==> src/rtl/alu_ctrl_pkg.sv <==
// Purpose : shared funct codes, HiLo output-enable code and sequencer state type
//           for the ALU control path (ALU, shifter, multiplier, result mux).
// Latency : n/a (declarations only).  Backpressure: n/a.
// Ports   : none (package).
package alu_ctrl_pkg;

  localparam logic [5:0] F_AND   = 6'h24;
  localparam logic [5:0] F_OR    = 6'h25;
  localparam logic [5:0] F_ADD   = 6'h20;
  localparam logic [5:0] F_SUB   = 6'h22;
  localparam logic [5:0] F_SLT   = 6'h2A;
  localparam logic [5:0] F_SLL   = 6'h00;
  localparam logic [5:0] F_MULTU = 6'h19;
  localparam logic [5:0] F_MFHI  = 6'h10;
  localparam logic [5:0] F_MFLO  = 6'h12;
  localparam logic [5:0] F_NOP   = 6'h00;

  // Drives the result mux to the HiLo write-back path.
  localparam logic [5:0] HILO_OE = 6'h3F;

  typedef enum logic [1:0] {
    ST_IDLE = 2'd0,
    ST_LOAD = 2'd1,
    ST_RUN  = 2'd2,
    ST_WB   = 2'd3
  } state_t;

  // Ops that touch the multiplier or HiLo and so conflict with a multiply in flight.
  function automatic logic is_hilo_op(input logic [5:0] f);
    return (f == F_MULTU) || (f == F_MFHI) || (f == F_MFLO);
  endfunction

endpackage

==> src/rtl/mult_step_counter.sv <==
// Purpose : loadable up-counter with terminal-count flag for iterative units.
// Latency : count visible one cycle after each enabled edge; tc is combinational.
// Backpressure: none; counts whenever en is high.
// Ports   : clk, rst_n (async active-low), clr (sync clear), en (count),
//           cnt (current count), tc (cnt == MUL_CYCLES-1).
module mult_step_counter #(
  parameter int MUL_CYCLES = 32,
  parameter int CNT_W      = 6
) (
  input  logic             clk,
  input  logic             rst_n,
  input  logic             clr,
  input  logic             en,
  output logic [CNT_W-1:0] cnt,
  output logic             tc
);

  assign tc = (cnt == CNT_W'(MUL_CYCLES - 1));

  // Terminal count returns to zero rather than wrapping, so cnt never
  // exceeds MUL_CYCLES-1.
  always_ff @(posedge clk or negedge rst_n) begin
    if (!rst_n) begin
      cnt <= '0;
    end else if (clr || (en && tc)) begin
      cnt <= '0;
    end else if (en) begin
      cnt <= cnt + 1'b1;
    end
  end

endmodule

==> src/rtl/mult_sequencer.sv <==
// Purpose : registers the ALU function code and sequences MULTU load/step/HiLo write-back.
// Latency : sig_out one cycle after issue; MULTU busy for MUL_CYCLES+2 cycles.
// Backpressure: combinational stall holds MULTU/MFHI/MFLO during a multiply, all ops in WB.
// Ports   : clk, rst_n (async active-low), op_valid/funct (issue), sig_out (registered
//           control code), mul_load/mul_step/hilo_we (multiplier/HiLo strobes),
//           stall (upstream hold), busy (multiply in progress), step_cnt (debug).
module mult_sequencer
  import alu_ctrl_pkg::*;
#(
  parameter int MUL_CYCLES = 32,
  parameter int CNT_W      = 6
) (
  input  logic             clk,
  input  logic             rst_n,
  input  logic             op_valid,
  input  logic [5:0]       funct,
  output logic [5:0]       sig_out,
  output logic             mul_load,
  output logic             mul_step,
  output logic             hilo_we,
  output logic             stall,
  output logic             busy,
  output logic [CNT_W-1:0] step_cnt
);

  state_t state;
  state_t state_nxt;
  logic   last_step;

  // Non-HiLo ops may overlap a multiply; WB owns sig_out so everything waits there.
  assign stall = op_valid && (state != ST_IDLE) &&
                 (is_hilo_op(funct) || (state == ST_WB));

  // State register
  always_ff @(posedge clk or negedge rst_n) begin
    if (!rst_n) begin
      state <= ST_IDLE;
    end else begin
      state <= state_nxt;
    end
  end

  // Next-state logic
  always_comb begin
    state_nxt = state;
    unique case (state)
      ST_IDLE: if (op_valid && (funct == F_MULTU)) state_nxt = ST_LOAD;
      ST_LOAD: state_nxt = ST_RUN;
      ST_RUN:  if (last_step) state_nxt = ST_WB;
      ST_WB:   state_nxt = ST_IDLE;
      default: state_nxt = ST_IDLE;
    endcase
  end

  // Strobes decoded from the registered state only, so they are glitch-free.
  always_comb begin
    mul_load = (state == ST_LOAD);
    mul_step = (state == ST_RUN);
    hilo_we  = (state == ST_WB);
    busy     = (state != ST_IDLE);
  end

  // sig_out is loaded with HILO_OE on the edge entering WB so it lines up with hilo_we.
  always_ff @(posedge clk or negedge rst_n) begin
    if (!rst_n) begin
      sig_out <= F_NOP;
    end else if (state_nxt == ST_WB) begin
      sig_out <= HILO_OE;
    end else if (op_valid && !stall) begin
      sig_out <= funct;
    end else begin
      sig_out <= F_NOP;
    end
  end

  mult_step_counter #(
    .MUL_CYCLES (MUL_CYCLES),
    .CNT_W      (CNT_W)
  ) u_step_counter (
    .clk   (clk),
    .rst_n (rst_n),
    .clr   (state != ST_RUN),
    .en    (state == ST_RUN),
    .cnt   (step_cnt),
    .tc    (last_step)
  );

endmodule

==> config.mk <==
export PLATFORM = sky130hd
export DESIGN_NAME = mult_sequencer
export DESIGN_NICKNAME = d
export VERILOG_FILES = /design/src/rtl/alu_ctrl_pkg.sv /design/src/rtl/mult_step_counter.sv /design/src/rtl/mult_sequencer.sv
export SDC_FILE = /design/constraint.sdc
export NUM_CORES = 1
export LEC_CHECK = 0
export ABC_AREA = 1
export CAP_MARGIN = 20
export CORE_MARGIN = 2
export CORE_UTILIZATION = 45
export CTS_CLUSTER_SIZE = 8
export DETAILED_ROUTE_END_ITERATION = 8
export PLACE_DENSITY = 0.83
export SLEW_MARGIN = 40
export SYNTH_ARGS = -nofsm -noshare
export SYNTH_HDL_FRONTEND = slang
export SYNTH_SLANG_ARGS = --single-unit
==> constraint.sdc <==
create_clock -name clk -period 2 [get_ports clk]
set_input_delay 0.4 -clock clk [delete_from_list [all_inputs] [get_ports clk]]
set_output_delay 0.4 -clock clk [all_outputs]
set_load 0.01 [all_outputs]
======== After elaboration in Yosys (flattened, before gate mapping) ========
Index checks and enable logic that the tools add are counted.
storage, ports and cells
  register bits ........................... 14
  bits in latches ......................... 0
  bits in writable memories ............... 0
  ROM bits ................................ 0
  input port bits ......................... 9
  output and inout port bits .............. 17
  word-level logic and storage cells ...... 33
  memories kept ........................... 0
operators by class
  add/subtract/negate cells ............... 1
  multiply operators ...................... 0
  divide/modulo/power cells ............... 0
  order comparisons ....................... 0
  equality and inequality tests ........... 9
  shift-type cells ........................ 0
  muxes and demuxes ....................... 7
  bitwise gates (word level) .............. 0
  reductions and logical operators ........ 13
operators with widths
  operator               count
  $eq A6 B5 Y1 const B   4
  $mux W6                4
  $pmux W2 S4            1
  $add A6 B1 Y6 const B  1
  $eq A2 B2 Y1 const B   3
  $logic_and A1 B1 Y1    5
  $logic_or A1 B1 Y1     4
  $mux W2                2
  $reduce_bool A2 Y1     2
  $eq A2 B1 Y1 const B   1
  $logic_not A2 Y1       1
  $ne A2 B2 Y1 const B   1
  $logic_not A1 Y1       1

======== Logic depth before layout (Yosys ltp) ========
Gate-level depths: netlist of the first run.
  word-level depth ........................ 9
  depth in mapped cells ................... 9

======== Cells and area by module ========
Synthesis of the first run repeated with hierarchy kept, for this count alone.
second synthesis, totals
  cells, all modules ...................... 93
  area, all modules ....................... 768.2 µm²
by module, submodules not included
  module             instances  cells each  area each (µm²)  sequential area each (µm²)
  mult_sequencer     1          49          426.7            200.2
  mult_step_counter  1          44          341.6            150.1

======== Worst setup path after synthesis of the first run ========
OpenSTA, ideal clock, no wires.
  path type ............................... reg-to-output
  start ................................... register state[0]
  end ..................................... output stall
  arrival time ............................ 0.970 ns
  data required time ...................... 1.600 ns
  slack ................................... 0.630 ns
  stages on the path, launching flop included .. 6
  buffers on the path ..................... 0
  cell sequence ........................... dfrtp_1 -> inv_1 -> ha_1 -> nor2_1 -> nand2_2 -> inv_1
between the ends
  word-level cells in the longest chain between the ends .. 3
  elaborated cells between the ends (all ways) .. 5
  those cells by class .................... eq/ne (1); reduce/logical (4)
RTL lines
  what                                                              line                                        RTL
  start: declaration                                                mult_sequencer.sv:26                        state_t state;
  start signal: assignment                                          mult_sequencer.sv:39                        state <= state_nxt;
  $eq A2 B2 Y1 / $reduce_bool A2 Y1 (equally long branches)         mult_sequencer.sv:32, mult_sequencer.sv:31
  $logic_or A1 B1 Y1 / $logic_and A1 B1 Y1 (equally long branches)  mult_sequencer.sv:32, mult_sequencer.sv:31
  $logic_and A1 B1 Y1 (*)                                           mult_sequencer.sv:31                        assign stall = op_valid && (state != ST_IDLE) &&
  end: declaration                                                  mult_sequencer.sv:21                        output logic stall,
Mark *: on every way between the ends. The rest lies on a longest branch, timed or not.

======== Worst setup path after layout of the first run ========
  start ................................... register state[0]
  end ..................................... output hilo_we
between the ends
  word-level cells in the longest chain between the ends .. 1
RTL lines
  what              line                  RTL
  $eq A2 B2 Y1      mult_sequencer.sv:59  hilo_we = (state == ST_WB);
  end: declaration  mult_sequencer.sv:20  output logic hilo_we,
No other way between the ends.

==> flow_metrics.env, run 1 <==
export IMPL_vias=653
export IMPL_status="finished clean"
export IMPL_io_buffers=25
export IMPL_fin_crit_ns=1.89
export IMPL_synth_cell_types=19
export IMPL_clock_path_buffers=2
export IMPL_slew_limit_headroom_pct=59.8
export IMPL_p_per_area_mw_per_mm2=809
export IMPL_fmax_ghz=0.529
export IMPL_synth_area_per_cell_um2=8.97
export IMPL_wirelength_um=1400
export IMPL_die_area_mm2=0.00189
export IMPL_yosys_warnings=0
export IMPL_syn_to_final_growth_pct=53.3
export IMPL_die_width_um=43.4
export IMPL_cts_sinks=14
export IMPL_synth_xor_area_share_pct=2.50
export IMPL_r2r_start="u_step_counter.cnt[0]"
export IMPL_synthAdderAreaFrac_pct=8.94
export IMPL_gp_congestion=0.784
export IMPL_nets=131
export IMPL_num_rows=14
export IMPL_startpoint_type="flop"
export IMPL_die_y_um=43.4
export IMPL_htree_levels=1
export IMPL_cap_violations=0
export IMPL_required_ns=1.60
export IMPL_ys_top_cells_by_area="dfrtp_1 (50%), ha_1 (8.9%), nand2_1 (8.6%), nand3_1 (5.7%), inv_1 (5.4%)"
export IMPL_synth_edff_count=0
export IMPL_ys_ff_latch=14
export IMPL_clk_latency_ns=0.28
export IMPL_synth_top_area_cell="dfrtp_1"
export IMPL_synth_top_family_by_area="simple AND/OR/NAND/NOR gates"
export IMPL_r2r_slack_ns=0.65
export IMPL_synth_area_um2=699
export IMPL_root_buffer="clkbuf_4"
export IMPL_wl_met3_um=102
export IMPL_wire_per_inst_um=10.6
export IMPL_r2r_end="u_step_counter.cnt[5]"
export IMPL_track_usage_pct=16.2
export IMPL_slew_violations=0
export IMPL_leakage_nw=0.570
export IMPL_io_pins=26
export IMPL_routed_via_density=4.95
export IMPL_grt_start_max_net_pins=15
export IMPL_gr_total_overflow=0
export IMPL_synthFlopType="dfrtp_1"
export IMPL_dr_pass1_iters=4
export IMPL_coreArea_mm2=0.00149
export IMPL_reg2reg_depth=4
export IMPL_dpl_cell_area_mm2=0.00102
export IMPL_synthCells=78
export IMPL_synth_top_cell_area_share_pct=50.1
export IMPL_wirelength_met1_um=588
export IMPL_yosysSeqAreaShare_pct=50.1
export IMPL_hold_viol_final=0
export IMPL_setup_worst_path_class="flop to output pin"
export IMPL_grt_pass1_vias=579
export IMPL_hold_buffers=0
export IMPL_top_layer="met4"
export IMPL_drt_antenna_violating_nets=0
export IMPL_diodes=0
export IMPL_fillers=124
export IMPL_clock_skew_ns=0.00407
export IMPL_cp_arrival_ns=1.49
export IMPL_clkTransAtPathRegs_ns=0.09
export IMPL_drc=0
export IMPL_start_util_pct=47.0
export IMPL_worstHoldPathType="primary input to asynchronous set/reset pin"
export IMPL_antenna_found_initial=0
export IMPL_peakVddDrop_uv=489
export IMPL_synth_area_mux_share_pct=0
export IMPL_yosys_area_share_simple_pct=29.7
export IMPL_wl_met2_um=688
export IMPL_end_kind="output pin"
export IMPL_drt_iter0_drc=11
export IMPL_tightestPinTransition_ns=0.601
export IMPL_synth_most_common_cell="nand2_1"
export IMPL_finalCritPeriodShare_pct=94.5
export IMPL_synth_commonest_cells="nand2_1 (16), dfrtp_1 (14), inv_1 (10), nor2_1 (10), nand3_1 (8)"
export IMPL_crit_fanout=2
export IMPL_whs_ns=0.488
export IMPL_synthesis_nets=92
export IMPL_grt_pass1_wl_um=2280
export IMPL_grt_setup_unrepaired="no"
export IMPL_final_area_mm2=0.00107
export IMPL_ys_async_sr_fraction_pct=100
export IMPL_drive_gt1_share_pct=18.1
export IMPL_cts_tree="built"
export IMPL_hpwl_um=1120
export IMPL_synth_compound_area_share_pct=2.68
export IMPL_cts_buffers_inserted=3
export IMPL_setup_viol=0
## report_power, final
group,total (W),switching [W],internal (W)
clock,0.000204,0.0000928,0.000111
sequential,0.000347,0.0000250,0.000322
combinational,0.000317,0.000157,0.000160
total,0.000868,0.000275,0.000592
## final cells by class
cell class                      instances  area (µm²)  area share, %
Clock buffer                            4        36.3           3.38
Inverter                               10        37.5           3.50
Timing Repair Buffer                   35         322           30.0
Sequential cell                        14         350           32.7
Tap cell                               16        20.0           1.87
Multi-Input combinational cell         53         307           28.6
## how the worst max path moves through the flow
stage | start | to | slack, ns
3_3_place_gp | funct[0] | stall | -0.24
4_1_cts | funct[0] | stall | 0.02
6_report | state[0] | hilo_we | 0.11
2_1_floorplan | state[0] | stall | 0.63
5_1_grt | state[0] | hilo_we | 0.06
3_5_place_dp | funct[0] | stall | -0.27
## what timing repair did
action / CTS / global route
endpoints found under the setup margin: 3 / 2
resized for setup: 3 / 2
setup buffers: 2 / 0
## through the flow
stage / total power (W) / util, % / std cells / setup slack (ns) / TNS [ns]
2_1_floorplan: 0.000500 / - / 78 / 0.630 / 0
3_3_place_gp: 0.000656 / 68.8 / 126 / -0.244 / -0.244
3_5_place_dp: 0.000666 / 68.8 / 126 / -0.268 / -0.268
4_1_cts: 0.000874 / 72.2 / 132 / 0.0221 / 0
5_1_grt: 0.000917 / 72.0 / 132 / 0.0636 / 0
6_report: 0.000868 / 72.0 / 132 / 0.111 / 0
## critical path, stage by stage, from the launching register on
cell             delay, ns
dfrtp_1               0.39
buf_4                 0.14
ha_1                  0.20
clkdlybuf4s50_1       0.48
## kinds of logic after synthesis
| logic type | count (synthesis) |
|---|---|
| AO/OA/AOI/OAI | 3 |
| flip-flops | 14 |
| XOR/XNOR | 2 |
| buffers and inverters | 11 |
| adder cells (fa/ha/maj) | 5 |
| AND/OR/NAND/NOR | 43 |
## registers in the layout (all words and copies together), names as in the netlist
signal	count
sig_out	6
u_step_counter.cnt	6
state	2
## cells in the final DEF, fill, tap and decap left out, types with 2 or more instances in the layout
cell / netlist / routed
clkdlybuf4s50_1: 0 / 22
dfrtp_1: 14 / 14
nand2_2: 2 / 2
inv_1: 10 / 10
nor2_1: 10 / 10
ha_1: 5 / 5
clkbuf_4: 0 / 3
nand3_2: 2 / 2
buf_4: 0 / 10
nand3_1: 8 / 8
nand2_1: 16 / 16
## per-layer routing
layer	vias to the layer above	global-route usage (%)
li1	317	-
met2	33	29.0
met3	3	2.92
met5	-	0
met4	0	8.48
met1	300	18.1
Note: power is estimated with default switching activity, not from simulation.
==> run 2, diff against run 1 <==
- CAP_MARGIN: 20 -> not set
- SLEW_MARGIN: 40 -> 10
==> results of run 2 <==
Same layout as run 1: the final DEF is identical, and so are final timing and power.
